<file path="src/rtl/csr_mtrap_unit_pkg.sv">
// csr_mtrap_unit_pkg: CSR addresses, cause codes, bit positions and FSM state for the M-mode trap unit.
package csr_mtrap_unit_pkg;
    localparam logic [11:0] CSR_MSTATUS       = 12'h300;
    localparam logic [11:0] CSR_MIE           = 12'h304;
    localparam logic [11:0] CSR_MTVEC         = 12'h305;
    localparam logic [11:0] CSR_MCOUNTINHIBIT = 12'h320;
    localparam logic [11:0] CSR_MSCRATCH      = 12'h340;
    localparam logic [11:0] CSR_MEPC          = 12'h341;
    localparam logic [11:0] CSR_MCAUSE        = 12'h342;
    localparam logic [11:0] CSR_MTVAL         = 12'h343;
    localparam logic [11:0] CSR_MIP           = 12'h344;
    localparam logic [11:0] CSR_MCYCLE        = 12'hB00;
    localparam logic [11:0] CSR_MINSTRET      = 12'hB02;
    localparam logic [11:0] CSR_MVENDORID     = 12'hF11;
    localparam logic [11:0] CSR_MHARTID       = 12'hF14;
    localparam logic [3:0] CAUSE_MSI = 4'd3;
    localparam logic [3:0] CAUSE_MTI = 4'd7;
    localparam logic [3:0] CAUSE_MEI = 4'd11;
    localparam int BIT_MIE  = 3;
    localparam int BIT_MPIE = 7;
    localparam int BIT_MSIE = 3;
    localparam int BIT_MTIE = 7;
    localparam int BIT_MEIE = 11;
    localparam logic [1:0] MODE_DIRECT   = 2'b00;
    localparam logic [1:0] MODE_VECTORED = 2'b01;
    typedef enum logic {IDLE, REDIR} state_t;
endpackage

</file>
<file path="src/rtl/csr_mtrap_unit_counter.sv">
// csr_counter: wrapping event counter with inhibit and CSR write override.
module csr_counter #(
    parameter int CNT_W = 64,
    parameter int INC_W = 1
) (
    input  logic             clk,
    input  logic             rst,
    input  logic             inhibit,
    input  logic             wr_en,
    input  logic [CNT_W-1:0] wdata,
    input  logic [INC_W-1:0] inc,
    output logic [CNT_W-1:0] cnt
);
    always_ff @(posedge clk)
        cnt <= rst ? '0 : wr_en ? wdata : inhibit ? cnt : cnt + CNT_W'(inc);
endmodule

</file>
<file path="src/rtl/csr_mtrap_unit.sv">
// csr_mtrap_unit: M-mode CSR file, counters and trap/mret redirect sequencer beside commit.
module csr_mtrap_unit
    import csr_mtrap_unit_pkg::*;
#(
    parameter int XLEN     = 64,
    parameter int CNT_W    = 64,
    parameter int RETIRE_W = 2,
    parameter bit VECTORED = 1'b1,
    parameter int HART_ID  = 0
) (
    input  logic                           clk,
    input  logic                           rst,
    input  logic                           commit_valid,
    input  logic [XLEN-1:0]                pc_i,
    input  logic [$clog2(RETIRE_W+1)-1:0]  retire_cnt,
    input  logic                           csr_rd_en,
    input  logic                           csr_wr_en,
    input  logic [11:0]                    csr_idx,
    input  logic [XLEN-1:0]                csr_wdata,
    output logic [XLEN-1:0]                csr_rdata,
    output logic                           csr_illegal,
    input  logic                           exc_ena,
    input  logic [XLEN-1:0]                exc_cause,
    input  logic [XLEN-1:0]                exc_tval,
    input  logic                           mret_ena,
    input  logic                           irq_sw,
    input  logic                           irq_tmr,
    input  logic                           irq_ext,
    output logic                           redirect_valid,
    output logic [XLEN-1:0]                redirect_pc,
    output logic                           redirect_is_trap
);
    localparam int RC_W = $clog2(RETIRE_W+1);
    state_t state, state_nxt;
    logic mie_q, mpie_q, cy_inh, ir_inh;
    logic [2:0] ie_q, ip_q, pend;
    logic [XLEN-1:0] mtvec_q, mscratch_q, mepc_q, mcause_q, mtval_q;
    logic [CNT_W-1:0] mcycle, minstret;
    logic idle, irq_take, trap, mret_take, wr, implemented;
    logic [3:0] irq_cause;
    logic [XLEN-1:0] rd_val, trap_base, trap_pc;
    // interrupt vectors are packed {ext, tmr, sw}
    assign idle      = state == IDLE;
    assign pend      = ip_q & ie_q;
    assign irq_cause = pend[2] ? CAUSE_MEI : pend[0] ? CAUSE_MSI : CAUSE_MTI;
    assign irq_take  = idle & commit_valid & mie_q & |pend;
    assign trap      = idle & (exc_ena | irq_take);
    assign mret_take = idle & mret_ena & ~trap;
    assign wr        = csr_wr_en & ~trap & ~csr_illegal;
    assign trap_base = {mtvec_q[XLEN-1:2], 2'b00};
    assign trap_pc   = (!exc_ena && mtvec_q[1:0] == MODE_VECTORED) ? trap_base + XLEN'({irq_cause, 2'b00}) : trap_base;
    always_comb begin
        rd_val = '0;
        implemented = 1'b1;
        case (csr_idx)
            CSR_MSTATUS:       rd_val = XLEN'({2'b11, 3'b0, mpie_q, 3'b0, mie_q, 3'b0});
            CSR_MIE:           rd_val = XLEN'({ie_q[2], 3'b0, ie_q[1], 3'b0, ie_q[0], 3'b0});
            CSR_MIP:           rd_val = XLEN'({ip_q[2], 3'b0, ip_q[1], 3'b0, ip_q[0], 3'b0});
            CSR_MTVEC:         rd_val = mtvec_q;
            CSR_MCOUNTINHIBIT: rd_val = XLEN'({ir_inh, 1'b0, cy_inh});
            CSR_MSCRATCH:      rd_val = mscratch_q;
            CSR_MEPC:          rd_val = mepc_q;
            CSR_MCAUSE:        rd_val = mcause_q;
            CSR_MTVAL:         rd_val = mtval_q;
            CSR_MCYCLE:        rd_val = XLEN'(mcycle);
            CSR_MINSTRET:      rd_val = XLEN'(minstret);
            CSR_MVENDORID:     rd_val = '0;
            CSR_MHARTID:       rd_val = XLEN'(HART_ID);
            default:           implemented = 1'b0;
        endcase
    end
    assign csr_rdata   = csr_rd_en ? rd_val : '0;
    assign csr_illegal = (csr_rd_en | csr_wr_en) &
                         (~implemented | (csr_wr_en & (csr_idx == CSR_MVENDORID | csr_idx == CSR_MHARTID)));
    always_ff @(posedge clk) begin
        if (rst) begin
            {mie_q, mpie_q, cy_inh, ir_inh, ie_q, ip_q} <= '0;
            {mtvec_q, mscratch_q, mepc_q, mcause_q, mtval_q} <= '0;
            redirect_pc      <= '0;
            redirect_is_trap <= 1'b0;
        end else begin
            ip_q <= {irq_ext, irq_tmr, irq_sw};
            if (wr && csr_idx == CSR_MIE) ie_q <= {csr_wdata[BIT_MEIE], csr_wdata[BIT_MTIE], csr_wdata[BIT_MSIE]};
            if (wr && csr_idx == CSR_MTVEC)
                mtvec_q <= {csr_wdata[XLEN-1:2], (VECTORED && csr_wdata[1:0] == MODE_VECTORED) ? MODE_VECTORED : MODE_DIRECT};
            if (wr && csr_idx == CSR_MCOUNTINHIBIT) {ir_inh, cy_inh} <= {csr_wdata[2], csr_wdata[0]};
            if (wr && csr_idx == CSR_MSCRATCH) mscratch_q <= csr_wdata;
            mepc_q   <= trap ? pc_i & ~XLEN'(3) : (wr && csr_idx == CSR_MEPC) ? csr_wdata & ~XLEN'(3) : mepc_q;
            mcause_q <= trap ? (exc_ena ? exc_cause : {1'b1, (XLEN-1)'(irq_cause)}) :
                        (wr && csr_idx == CSR_MCAUSE) ? csr_wdata : mcause_q;
            mtval_q  <= trap ? (exc_ena ? exc_tval : '0) : (wr && csr_idx == CSR_MTVAL) ? csr_wdata : mtval_q;
            // mret's stack pop takes precedence over a concurrent mstatus write
            mie_q  <= trap ? 1'b0 : mret_take ? mpie_q : (wr && csr_idx == CSR_MSTATUS) ? csr_wdata[BIT_MIE] : mie_q;
            mpie_q <= trap ? mie_q : mret_take ? 1'b1 : (wr && csr_idx == CSR_MSTATUS) ? csr_wdata[BIT_MPIE] : mpie_q;
            if (trap || mret_take) begin
                redirect_pc      <= trap ? trap_pc : mepc_q;
                redirect_is_trap <= trap;
            end
        end
    end
    always_ff @(posedge clk) state <= rst ? IDLE : state_nxt;
    always_comb begin
        state_nxt = (idle && (trap || mret_take)) ? REDIR : IDLE;
    end
    assign redirect_valid = state == REDIR;
    csr_counter #(.CNT_W(CNT_W), .INC_W(1)) u_mcycle (
        .clk(clk), .rst(rst), .inhibit(cy_inh), .wr_en(wr && csr_idx == CSR_MCYCLE),
        .wdata(csr_wdata[CNT_W-1:0]), .inc(1'b1), .cnt(mcycle)
    );
    csr_counter #(.CNT_W(CNT_W), .INC_W(RC_W)) u_minstret (
        .clk(clk), .rst(rst), .inhibit(ir_inh), .wr_en(wr && csr_idx == CSR_MINSTRET),
        .wdata(csr_wdata[CNT_W-1:0]), .inc(retire_cnt), .cnt(minstret)
    );
endmodule

</file>
<file path="config.mk">
export PLATFORM = sky130hd
export DESIGN_NAME = csr_mtrap_unit
export DESIGN_NICKNAME = d
export VERILOG_FILES = /design/src/rtl/csr_mtrap_unit_pkg.sv /design/src/rtl/csr_mtrap_unit_counter.sv /design/src/rtl/csr_mtrap_unit.sv
export SDC_FILE = /design/constraint.sdc
export NUM_CORES = 1
export LEC_CHECK = 0
export CORE_UTILIZATION = 35
export CTS_BUF_LIST = sky130_fd_sc_hd__clkbuf_8
export DETAILED_ROUTE_END_ITERATION = 16
export GPL_TIMING_DRIVEN = 1
export PLACE_DENSITY_LB_ADDON = 0.1
export SETUP_SLACK_MARGIN = 0.1
export SYNTH_ARGS = -nofsm -noshare
export SYNTH_HDL_FRONTEND = slang
export SYNTH_SLANG_ARGS = --single-unit
</file>
<file path="constraint.sdc">
create_clock -name clk -period 3.9 [get_ports clk]
set_clock_uncertainty 0.1 [all_clocks]
set_input_delay 0.39 -clock clk [delete_from_list [all_inputs] [get_ports clk]]
set_output_delay 0.39 -clock clk [all_outputs]
set_load 0.01 [all_outputs]
</file>
# ---- Word-level counts from Yosys, hierarchy flattened
# Index checks and enable logic that the tools add are counted.
dict set report word_totals {
  out_inout_bits 131
  wordCells 103
  ram_bits 0
  latchBits 0
  mem_bits_ro 0
  n_memories 0
  ff_bits 522
  in_bits 280
}
dict set report op_classes {
  div 0
  shift 0
  n_eq_ne 17
  muxes 26
  n_mul 0
  bitwise 19
  addsub 3
  n_lt_le_gt_ge 0
  n_reduce_logical 22
}
# cell count
set ops {}
lappend ops {{$mux 64} 15}
lappend ops {{$pmux 64 s11} 1}
lappend ops {{$eq 12x10->1 const B} 9}
lappend ops {{$add 64x1->64 const B} 1}
lappend ops {{$add 64x2->64} 1}
lappend ops {{$add 64x6->64} 1}
lappend ops {{$eq 12x12->1 const B} 4}
lappend ops {{$reduce_or 13->1} 1}
lappend ops {{$logic_and 1x1->1} 12}
lappend ops {{$and 1x1->1} 10}
lappend ops {{$mux 1} 8}
lappend ops {{$reduce_bool 2->1} 4}
lappend ops {{$eq 2x1->1 const B} 2}
lappend ops {{$mux 4} 1}
lappend ops {{$ne 2x1->1 const B} 2}
lappend ops {{$not 1->1} 4}
lappend ops {{$or 1x1->1} 4}
lappend ops {{$and 3x3->3} 1}
lappend ops {{$mux 3} 1}
lappend ops {{$reduce_bool 3->1} 1}
lappend ops {{$reduce_or 3->1} 1}
lappend ops {{$reduce_or 2->1} 1}
lappend ops {{$logic_not 1->1} 1}
lappend ops {{$logic_or 1x1->1} 1}

# ---- Logic depth before layout (Yosys ltp)
dict set report depth {
  ltp_word 13
  mapped_depth 11
}

# ---- Cells and area by module
# From an unflattened synthesis, not the netlist that was laid out.
dict set report hier_totals {
  cells_unflattened 3488
  area_unflattened_um2 27802.9
}
# module seq_area_each_um2 cells_each area_per_inst_um2 instances
set modules_own_cells {}
lappend modules_own_cells {csr_mtrap_unit 7827.5 2518 20048.0 1}
lappend modules_own_cells {{csr_counter (u_minstret)} 1281.2 497 3925.0 1}
lappend modules_own_cells {{csr_counter (u_mcycle)} 1281.2 473 3829.9 1}

# ---- Worst setup path before layout
# OpenSTA, ideal clock, no wires.
dict set report synth_path {
  path_kind {input to output}
  start {input csr_idx[3]}
  end {output csr_rdata[1]}
  n_path_buf 2
  arrival_time_ps 2313
  path_slack_ps 1097
  cell_stages 6
  required_ps 3410
  cell_sequence {clkbuf_1 -> or4b_1 -> nor4_2 -> clkbuf_1 -> a22oi_1 -> a31oi_1}
}
dict set report synth_between {
  elab_chain_len 3
  word_cells_on_any_way 13
  classes_between {11 x eq/ne; 2 x mux}
}
# item line_no
set synth_lines {}
lappend synth_lines {{start, declared} csr_mtrap_unit.sv:18} ;# input logic [11:0] csr_idx,
lappend synth_lines {{$eq 12x12->1 or $eq 12x10->1 (tied branches)} csr_mtrap_unit.sv:55} ;# case (csr_idx)
lappend synth_lines {{$pmux 64 s11 (*)} csr_mtrap_unit.sv:55}
lappend synth_lines {{$mux 64 (*)} csr_mtrap_unit.sv:72} ;# assign csr_rdata = csr_rd_en ? rd_val : '0;
lappend synth_lines {{end, declared} csr_mtrap_unit.sv:20} ;# output logic [XLEN-1:0] csr_rdata,
# Mark *: on every way between the ends. The rest lies on a longest branch, timed or not.

# ---- Worst setup path in the final report
dict set report layout_path {
  start {input csr_idx[11]}
  end {output csr_rdata[37]}
}
# The elaborated chain is that of the path after synthesis.

==> flow_metrics.tcl <==
set metrics [dict create \
    crit_path_start_kind "input pin" \
    start_util_pct 35.5 \
    track_usage_pct 27.9 \
    wl_mm 111 \
    end_kind "output port" \
    grt_max_degree 207 \
    p_leak_uw 0.0108 \
    slew_headroom_pct 15.5 \
    cap_violations 0 \
    cts_setup_buffers 0 \
    grt_pass1_wl_mm 167 \
    cts.clk_slew.worst_paths_ns 0.05 \
    final_antenna_net_count 0 \
    row_count 100 \
    core_um2 74600 \
    grt_antenna_before_repair 2 \
    clockRootBuffer "clkbuf_8" \
    ys.flop_type "dfxtp_1" \
    yosysSeqAreaShare_pct 39.3 \
    rsz0062_at_grt "false" \
    whs_path_depth 3 \
    synthCells 3379 \
    r2r_cells 9 \
    reg2reg_from "ip_q[0]" \
    setup_slack_ns 0.160 \
    num-nets-final 3961 \
    drt-initial-drc-count 3022 \
    synth.most_common_cell "nand2_1" \
    cp_max_fo 64 \
    ys_top_cells_by_count "nand2_1 (602), dfxtp_1 (519), nor2_1 (410)" \
    syn_area_um2 26500 \
    wl_per_cell_um 23.5 \
    dp_hpwl_mm 75.1 \
    async_flop_share_pct 0 \
    grt_pass1_vias 26900 \
    syn_area_per_cell_um2 7.83 \
    dieArea_um2 76700 \
    reg2reg_slack_ns 0.49 \
    io_pins 411 \
    dr.pass1.iters 10 \
    area_growth_pct 27.1 \
    synth_top_cell_by_area "dfxtp_1" \
    synth_cell_types 66 \
    required_ns 3.41 \
    cts_buffers 93 \
    crit_start "csr_idx[11]" \
    cp-endpoint "csr_rdata[37]" \
    worst_pin_slew_ns 1.27 \
    post-route-period-util_pct 95.9 \
    hold_viol 0 \
    die_h_um 277 \
    critical_path_arrival_ns 3.25 \
    clockBufferDepth 3 \
    path_class "input pin to output port" \
    cellPowerDensity_nw_per_um2 352 \
    globalplace.congestion 0.888 \
    finalSetupTns_ns 0 \
    fin_crit_ns 3.74 \
    peakVddDrop_mv 0.219 \
    holdWs_ns 0.152 \
    hp-class "input pin to register" \
    synth_area_leaders "dfxtp_1 (39%), nand2_1 (8.5%), a211oi_1 (7.1%), nor2_1 (5.8%), a222oi_1 (4.3%)" \
    ys_ff_latch 519 \
    cts_tree "done" \
    final_layout_size_suffix_gt1_share_pct 8.14 \
    htreeDepth 3 \
    grt_remaining_overflow 0 \
    drt_drc_violations_left 0 \
    run_status "finished clean" \
    via_count 27800 \
    die_w_um 277 \
    worstHoldStart "exc_cause[30]" \
    cts.sinks 519 \
    synth_edf_count 0 \
    yosysTopAreaCellShare_pct 39.3 \
    max_freq_ghz 0.267 \
    vias_per_cell 5.89 \
    portBuffers 406 \
    finalSetupViolCount 0 \
    clock_latency_ns 0.69 \
    rr_endpoint "redirect_pc[59]" \
    pre_cts_slack_ns 0.0771 \
    ys_warn_count 0 \
    drv_slew 0 \
]
==> layer usage <==
metal / wire length [um] / vias up / track usage [%]
met2: 50000 / 1246 / 43.9
li1: - / 12900 / -
met1: 49400 / 13500 / 38.0
met5: 0 / - / 0
met3: 8220 / 192 / 4.88
met4: 3290 / 0 / 10.1
==> logic make-up (layout without fill, tap and decap cells) <==
kind of cell | Yosys count | after routing | synth area share, %
other | 1 | 5 | 0.0142
buffers and inverters | 328 | 693 | 4.79
AND/OR/NAND/NOR | 1348 | 1348 | 22.5
adder cells (fa/ha/maj) | 7 | 7 | 0.359
multiplexers | 72 | 72 | 2.89
flip-flops | 519 | 519 | 39.3
XOR/XNOR | 175 | 175 | 5.79
AO/OA/AOI/OAI | 929 | 929 | 24.4
==> area by class of cell <==
cell class | count | area [um^2]
Timing Repair Buffer | 499 | 5130
Inverter | 28 | 105
Clock inverter | 54 | 275
Sequential cell | 519 | 10400
Clock buffer | 112 | 1540
Antenna cell | 3 | 7.51
Tap cell | 969 | 1210
Fill cell | 7331 | 40900
Multi-Input combinational cell | 2533 | 15000
==> worst min path at each step <==
stage / to / slack (ns)
2_1_floorplan: mscratch_q[11] / 0.33
3_3_place_gp: mscratch_q[4] / 0.34
3_5_place_dp: mscratch_q[36] / 0.35
4_1_cts: mcause_q[30] / 0.09
5_1_grt: ip_q[2] / 0.13
6_report: mcause_q[30] / 0.15
==> power by group <==
| group | total (uW) | switching (uW) | internal [uW] |
|---|---|---|---|
| clock | 5120 | 2460 | 2660 |
| combinational | 1150 | 654 | 496 |
| sequential | 5580 | 121 | 5460 |
| total | 11800 | 3230 | 8620 |
==> placed cells by master, fill, tap and decap left out, types with 8 or more instances in the layout <==
cell | netlist | layout
inv_1 | 28 | 68
and3_1 | 34 | 33
nor4_1 | 23 | 22
nand4_1 | 66 | 66
a222oi_1 | 114 | 114
a21oi_1 | 209 | 207
clkbuf_8 | 0 | 112
o22ai_1 | 39 | 39
or4_1 | 8 | 8
and2_1 | 16 | 15
nand3_1 | 61 | 58
dfxtp_1 | 519 | 519
a22oi_1 | 53 | 53
mux2i_1 | 37 | 37
a211oi_1 | 249 | 249
buf_12 | 0 | 29
mux2_2 | 35 | 35
nor2_1 | 410 | 406
xnor2_1 | 95 | 95
nand2_1 | 602 | 597
a221oi_1 | 25 | 25
nand2b_1 | 9 | 9
nor3_2 | 7 | 11
clkdlybuf4s50_1 | 0 | 404
xor2_1 | 80 | 80
a31oi_1 | 9 | 9
nor3_1 | 46 | 42
and4_1 | 17 | 17
a311oi_1 | 67 | 67
o21ai_0 | 143 | 143
nor3b_1 | 9 | 8
buf_4 | 2 | 64
==> per-stage QoR <==
stage               instances  utilization (%)  instance area [um^2]  power (uW)
floorplan                3380                -                 26500        6160
global placement         4547             42.6                 31800        6820
detailed placement       4547             42.6                 31800        6830
CTS                      4714             45.1                 33600       11900
global route             4716             45.1                 33600       12300
finish                   4717             45.1                 33600       11800
==> critical path, cell delays in order <==
cell and delay, ns:
clkdlybuf4s50_1 0.45, or2_2 0.34, buf_4 0.17, or3_1 0.35, o31ai_2 0.26, nand2_2 0.12, buf_12 0.22, a21oi_1 0.30
clkdlybuf4s50_1 0.59
==> sequential cells by signal (all words and copies together), names as in the netlist, 3 cells and up <==
| register | cells |
|---|---|
| mcause_q | 64 |
| mscratch_q | 64 |
| mtval_q | 64 |
| u_mcycle.cnt | 64 |
| u_minstret.cnt | 64 |
| mtvec_q | 63 |
| mepc_q | 62 |
| redirect_pc | 62 |
| ie_q | 3 |
| ip_q | 3 |
==> timing repair <==
item | 4_1_cts | 5_1_grt
hold endpoints to repair | 3 | 0
pin swaps | 0 | 0
hold buffers | 1 | 0
resized for setup | 1 | 6
endpoints found under the setup margin | 1 | 28
Power figures use the tool's default switching activity.
